## src/rtl/data_mem_responder.sv

```systemverilog
// Data-memory responder for the MEM-stage port of the pipelined core: word RAM,
// a four-register MMIO window and sticky illegal-store reporting. Reads are combinational.
module data_mem_responder #(
    parameter int unsigned DEPTH_WORDS = 64,
    parameter logic [31:0] MMIO_BASE   = 32'hFFFF_0000
) (
    input  logic        clk_i,
    input  logic        reset_i,
    input  logic [31:0] addr_i32,
    input  logic [31:0] wdata_i32,
    input  logic        we_i,
    output logic [31:0] rdata_o32,
    input  logic [31:0] dbg_addr_i32,
    output logic [31:0] dbg_rdata_o32,
    output logic        done_o,
    output logic [31:0] tohost_o32,
    output logic        err_o,
    output logic [1:0]  err_code_o2
);
    localparam int unsigned AW        = $clog2(DEPTH_WORDS);
    localparam logic [31:0] RAM_BYTES = 32'(DEPTH_WORDS * 4);

    localparam logic [1:0] ERR_MISALIGNED = 2'b01;
    localparam logic [1:0] ERR_UNMAPPED   = 2'b10;
    localparam logic [1:0] ERR_READ_ONLY  = 2'b11;

    logic [31:0] mem_q [DEPTH_WORDS];

    logic [31:0] cycle_q, cycle_d;
    logic [31:0] stores_q, stores_d;
    logic [31:0] tohost_q, tohost_d;
    logic [31:0] scratch_q, scratch_d;
    logic        done_q, done_d;
    logic        err_q, err_d;
    logic [1:0]  err_code_q, err_code_d;

    logic [31:0]   mmio_off;
    logic          in_ram, in_mmio, misaligned;
    logic [1:0]    mmio_sel;
    logic [AW-1:0] ram_idx, dbg_idx;
    logic          dbg_in_ram;
    logic          ram_we, accept;

    assign mmio_off   = addr_i32 - MMIO_BASE;
    assign in_ram     = addr_i32 < RAM_BYTES;
    assign in_mmio    = mmio_off < 32'd16;
    assign mmio_sel   = mmio_off[3:2];
    assign misaligned = addr_i32[1:0] != 2'b00;
    assign ram_idx    = addr_i32[2 +: AW];
    assign dbg_in_ram = dbg_addr_i32 < RAM_BYTES;
    assign dbg_idx    = dbg_addr_i32[2 +: AW];

    // Only TOHOST (10) and SCRATCH (11) are writable in the MMIO window.
    assign accept = we_i && !misaligned && (in_ram || (in_mmio && mmio_sel[1]));
    assign ram_we = reset_i && we_i && !misaligned && in_ram;

    always_comb begin
        rdata_o32 = 32'h0;
        if (in_ram) begin
            rdata_o32 = mem_q[ram_idx];
        end else if (in_mmio) begin
            case (mmio_sel)
                2'd0:    rdata_o32 = cycle_q;
                2'd1:    rdata_o32 = stores_q;
                2'd2:    rdata_o32 = tohost_q;
                default: rdata_o32 = scratch_q;
            endcase
        end
    end

    always_comb begin
        dbg_rdata_o32 = 32'h0;
        if (dbg_in_ram) begin
            dbg_rdata_o32 = mem_q[dbg_idx];
        end
    end

    always_comb begin
        cycle_d    = cycle_q + 32'd1;
        stores_d   = stores_q + {31'd0, accept};
        tohost_d   = tohost_q;
        scratch_d  = scratch_q;
        done_d     = done_q;
        err_d      = err_q;
        err_code_d = err_code_q;
        if (we_i) begin
            if (misaligned) begin
                err_d      = 1'b1;
                err_code_d = ERR_MISALIGNED;
            end else if (in_ram) begin
                err_d = err_q;
            end else if (in_mmio) begin
                case (mmio_sel)
                    2'd2: begin
                        tohost_d = wdata_i32;
                        done_d   = 1'b1;
                    end
                    2'd3:    scratch_d = wdata_i32;
                    default: begin
                        err_d      = 1'b1;
                        err_code_d = ERR_READ_ONLY;
                    end
                endcase
            end else begin
                err_d      = 1'b1;
                err_code_d = ERR_UNMAPPED;
            end
        end
    end

    always_ff @(posedge clk_i or negedge reset_i) begin
        if (!reset_i) begin
            cycle_q    <= 32'h0;
            stores_q   <= 32'h0;
            tohost_q   <= 32'h0;
            scratch_q  <= 32'h0;
            done_q     <= 1'b0;
            err_q      <= 1'b0;
            err_code_q <= 2'b00;
        end else begin
            cycle_q    <= cycle_d;
            stores_q   <= stores_d;
            tohost_q   <= tohost_d;
            scratch_q  <= scratch_d;
            done_q     <= done_d;
            err_q      <= err_d;
            err_code_q <= err_code_d;
        end
    end

    // RAM contents survive reset; the reset level only blocks writes.
    always_ff @(posedge clk_i) begin
        if (ram_we) begin
            mem_q[ram_idx] <= wdata_i32;
        end
    end

    assign done_o      = done_q;
    assign tohost_o32  = tohost_q;
    assign err_o       = err_q;
    assign err_code_o2 = err_code_q;
endmodule

```

## config.mk

```make
export PLATFORM = sky130hd
export DESIGN_NAME = data_mem_responder
export DESIGN_NICKNAME = d
export VERILOG_FILES = /design/src/rtl/data_mem_responder.sv
export SDC_FILE = /design/constraint.sdc
export NUM_CORES = 2
export LEC_CHECK = 0
export CORE_UTILIZATION = 40
export DETAILED_ROUTE_END_ITERATION = 16
export SLEW_MARGIN = 20
export SYNTH_ARGS = -nofsm -noshare
export SYNTH_HDL_FRONTEND = slang
export SYNTH_SLANG_ARGS = --single-unit
export TNS_END_PERCENT = 50
```

## constraint.sdc

```tcl
create_clock -name clk_i -period 7.55 [get_ports clk_i]
set_input_delay 1.51 -clock clk_i [delete_from_list [all_inputs] [get_ports clk_i]]
set_output_delay 1.51 -clock clk_i [all_outputs]
set_load 0.01 [all_outputs]
```

[Word level (Yosys, flattened, before mapping)]
Memory sizes are Yosys's and may differ from the RTL's.
Cells that the tools add are included.
Storage, ports and cells
  bits in registers: 132
  bits in writable memories: 2048
  input port bits: 99
  word-level logic and storage cells: 49
  memories kept: 1
Memory list
  mem_q: words 64, bits a word 32, read ports 2, clocked after Yosys merged registers in 0, write ports 1, RTL line 27  | logic [31:0] mem_q [DEPTH_WORDS];
Operators by class
  $add $sub $neg: 3
  $lt $le $gt $ge: 3
  equality and inequality tests: 5
  muxes and demuxes: 14
  bitwise gates (word level): 2
  reduce and logical (&&, ||, !) cells: 14
Operators with widths (count)
  $mux W32: 3
  $pmux W32 S3: 1
  $lt A32 B9 Y1 const B: 2
  $add A32 B1 Y32: 1
  $add A32 B1 Y32 const B: 1
  $lt A32 B5 Y1 const B: 1
  $sub A32 B32 Y32 const B: 1
  $reduce_and A5 Y1: 2
  $mux W2: 4
  $logic_and A1 B1 Y1: 6
  $mux W1: 6
  $eq A2 B2 Y1 const B: 2
  $ne A3 B2 Y1 const B: 1
  $reduce_and A3 Y1: 1
  $eq A2 B1 Y1 const B: 1
  $logic_not A2 Y1: 1
  $ne A2 B1 Y1 const B: 1
  $not A1 Y1: 2
  $reduce_bool A2 Y1: 1
  $reduce_or A2 Y1: 1
  $logic_not A1 Y1: 1
  $logic_or A1 B1 Y1: 1

[Logic depth before layout (Yosys ltp)]
  depth in word-level cells: 7
  gate-level depth with buffers: 15

[Worst setup path before layout]
No wires, ideal clock.
  path kind: input -> output
  start point: input port dbg_addr_i32[4]
  end point: output port dbg_rdata_o32[29]
  arrival time: 3614 ps
  data required time: 6040 ps
  setup slack: 2426 ps
  stages: 8
  buffers on the path: 4
  cell sequence: buf_4 -> buf_2 -> clkbuf_1 -> buf_1 -> mux4_2 -> mux4_2 -> a22oi_1 -> nand2_1
On the way
  word-level cells in the longest chain between the ends: 2
RTL lines
  start: declaration: RTL line 13  | input logic [31:0] dbg_addr_i32,
  $lt A32 B9 Y1 or $mem_v2 Z64 W32 (tied branches)
  $mux W32 (*): RTL line 73  | if (dbg_in_ram) begin
  end: declaration: RTL line 14  | output logic [31:0] dbg_rdata_o32,
Mark *: on every way between the ends. The rest lies on a longest branch, timed or not.

[Worst setup path in the final report]
  start point: input port addr_i32[2]
  end point: output port rdata_o32[22]
On the way
  word-level cells in the longest chain between the ends: 5
RTL lines
  start: declaration: RTL line 9  | input logic [31:0] addr_i32,
  parallel branches: the longest is 4 deep, another holds $sub A32 B32 Y32
  $mux W32 (*): RTL line 59  | if (in_ram) begin
  end: declaration: RTL line 12  | output logic [31:0] rdata_o32,
Mark *: on every way between the ends.

==> impl_metrics.csv <==
group,metric,value,unit
run_status,status,"completed",
sta,worst_pin_slew,1.21,ns
logic_synthesis,netlist.area_leader.share,0.609,
clock_network,cts_sinks,2180,
power,p_sw,0.00614,W
cells_and_area,seqCellArea,64800,um^2
die,chipWidth,505,um
worst_setup_path,crit_fanout,46,
logic_synthesis,yosysMostFrequentCell,"edfxtp_1",
routing,wl,387000,um
place,placed_cells,8575,
logic_synthesis,ys.flop_type,"edfxtp_1",
global_routing,grt_pass1_vias,60606,
clock_network,clock_path_buffers,3,
power,clock_power_share,0.432,
logic_synthesis,ys_ff_latch,2180,
power,p_leak,37.5,nW
logic_synthesis,synth_fp_nets,5128,
power,vdd_ir_drop_max,0.257,mV
worst_setup_path,rr_endpoint,"stores_q[28]$_DFF_PN0_",
worst_setup_path,r2r_slack,5.22,ns
logic_synthesis,synth_cell_types,64,
power,swShare,0.230,
logic_synthesis,synth.top_cells.by_area,"edfxtp_1, mux4_2, dfrtp_1",
clock_network,clk_pin_slew_worst_paths,0.06,ns
sta,relSlewSlack,0.190,
sta,holdWs,0.465,ns
routing,vias,62357,
worst_setup_path,worstSetupPathType,"input port to output pin",
place,port_buffers,196,
sta,finalHoldViolCount,0,
cells_and_area,finalNonFillerCells,9017,
place,detailed_place_hpwl,240000,um
sta,final-max-slew-violation-count,0,
worst_setup_path,end_kind,"output pin",
clock_network,numCtsBuffers,225,
routing,routed_via_density,6.92,
cells_and_area,nFillCells,20834,
global_routing,grt_pass1_wl,525000,um
routing,wl_per_cell,42.9,um
logic_synthesis,async_flop_share,0.0606,
clock_network,cts_hold_repair.buffers,0,
min_path,hold_class,"flip-flop to flip-flop",
logic_synthesis,avgSynthCellArea,20.1,um^2
global_routing,antenna_found_initial,39,
place,routabilityCongestion,0.915,
clock_network,cts_resized,0,
routing,dr.pass1.iters,6,
worst_setup_path,critPathCapture,"rdata_o32[22]",
logic_synthesis,synth_largest_area_cell,"edfxtp_1",
die,ios,199,
cells_and_area,num-nets-final,5557,
sta,period_minus_slack,7.03,ns
worst_setup_path,arrival,5.52,ns
global_routing,grt_usage,0.302,
worst_setup_path,rr_startpoint,"stores_q[0]$_DFF_PN0_",
logic_synthesis,ys_warn_count,0,
worst_setup_path,required,6.04,ns
cells_and_area,multi_input_area,34900,um^2
routing,drc_errors,0,
sta,clock_skew,0.0617,ns
global_routing,grt_overflow,0,
clock_network,cts_setup_buffers,0,
die,core_area,251000,um^2
worst_setup_path,crit_start,"addr_i32[2]",
logic_synthesis,syn_area,101000,um^2
worst_setup_path,start_kind,"input port",
power,comb_power_share,0.073,
sta,setup_tns,0,ns
logic_synthesis,synthCells,5026,
die,fp.dieH,505,um
routing,dr.first_iter.drc_count,11037,
die,initial_utilization,0.402,
power,p_per_area,228,nW/um^2
global_routing,grt_max_degree,132,
sta,period_share,0.931,
logic_synthesis,synth_edf_count,2048,
power,seq_power_share,0.495,
clock_network,clock_latency,0.89,ns
worst_setup_path,r2r_cells,8,
sta,fmax,142,MHz
routing,antenna_left,0,
cells_and_area,drive_above_1_share,0.361,
die,rows,184,
clock_network,cts_tree,"done",
job,max_cap_viol_count,0,
logic_synthesis,synth_commonest_cells,"edfxtp_1, mux4_2, mux2i_1",
cells_and_area,areaGrowthSynthToFinish,15.8,%
sta,finalSetupViolCount,0,
clock_network,cts_root_buf,"clkbuf_16",
logic_synthesis,seq_area_frac_synth,0.642,
clock_network,htreeDepth,4,
sta,rsz0062_at_grt,"false",
power,p_int,0.0206,W
die,dieArea,255000,um^2
==> cell type report <==
cell class | count | area share
antenna | 19 | 0.000406
clock buffer | 266 | 0.0500
clock inverter | 156 | 0.0145
inverter | 7 | 0.000246
multi-input combinational | 2467 | 0.299
sequential | 2180 | 0.554
tap | 3348 | 0.0358
timing repair buffer | 574 | 0.0466
==> worst min path at each step <==
| stage | depth (start not counted) | slack, ns | from | endpoint |
|---|---|---|---|---|
| finish | 1 | 0.46 | err_o$_DFFE_PN0P_ | err_o$_DFFE_PN0P_ |
| global route | 1 | 0.48 | err_o$_DFFE_PN0P_ | err_o$_DFFE_PN0P_ |
| CTS | 1 | 0.47 | err_o$_DFFE_PN0P_ | err_o$_DFFE_PN0P_ |
| detailed placement | 1 | 0.45 | err_o$_DFFE_PN0P_ | err_o$_DFFE_PN0P_ |
| global placement | 1 | 0.45 | done_o$_DFFE_PN0P_ | done_o$_DFFE_PN0P_ |
| floorplan | 1 | 0.44 | stores_q[31]$_DFF_PN0_ | stores_q[31]$_DFF_PN0_ |
==> critical path: stages <==
cell	delay (ns)
buf_8	0.39
buf_12	0.36
mux4_2	0.57
mux2i_1	0.61
o22ai_1	0.29
o21ai_0	0.56
buf_4	0.26
nand3_1	0.10
buf_4	0.18
clkdlybuf4s50_1	0.47
==> through the flow <==
stage	util	total power [W]	worst slack (ns)	cell area [um^2]
final	0.466	0.0267	0.518	117000
after global routing	0.466	0.0273	0.340	117000
after CTS	0.465	0.0268	0.415	117000
after detailed placement	0.435	0.0154	0.413	109000
after global placement	0.435	0.0154	0.375	109000
after floorplan	-	0.0146	2.43	101000
==> power by group through the flow <==
stage	logic, W	clock network (W)	registers, W
floorplan	0.00109	0	0.0135
global placement	0.00192	0	0.0135
detailed placement	0.00193	0	0.0135
CTS	0.00194	0.0116	0.0132
global route	0.00202	0.0120	0.0132
finish	0.00196	0.0115	0.0132
==> cells in the final DEF (no fill, tap or decap), drive strengths merged, types with 132 or more instances in the layout <==
cell	netlist	routed
edfxtp	2048	2048
mux2i	175	175
clkdlybuf4s50	0	151
nor2	145	145
a22oi	161	161
buf	217	420
dfrtp	132	132
nand2	155	155
mux4	1112	1112
clkbuf	155	269
==> flip-flops by register name, indices dropped and copies added (netlist names) <==
signal,flops
done_o,1
mem_q,2048
err_o,1
err_code_o2,2
cycle_q,32
scratch_q,32
tohost_o32,32
stores_q,32
==> metal layers <==
metal,share of wire,GRT usage,vias to the layer above
met3,0.14,0.0993,930
met5,0.00017,0,-
li1,-,-,22792
met1,0.36,0.407,33521
met2,0.44,0.447,5104
met4,0.051,0.133,10
==> cell families (layout without fill, tap and decap cells) <==
group                      Yosys count  after routing  synth area share
DFF                               2180           2180             0.642
muxes                             1369           1369             0.274
and+or+nand+nor                    582            582            0.0280
AOI/OAI and AO/OA                  453            453            0.0321
buffers and inverters              379           1003            0.0183
xor gates and xnor gates            60             60           0.00520
adders and majority gates            3              3          0.000372
other                                0             19                 0
Note: power is estimated with default switching activity, not from simulation.
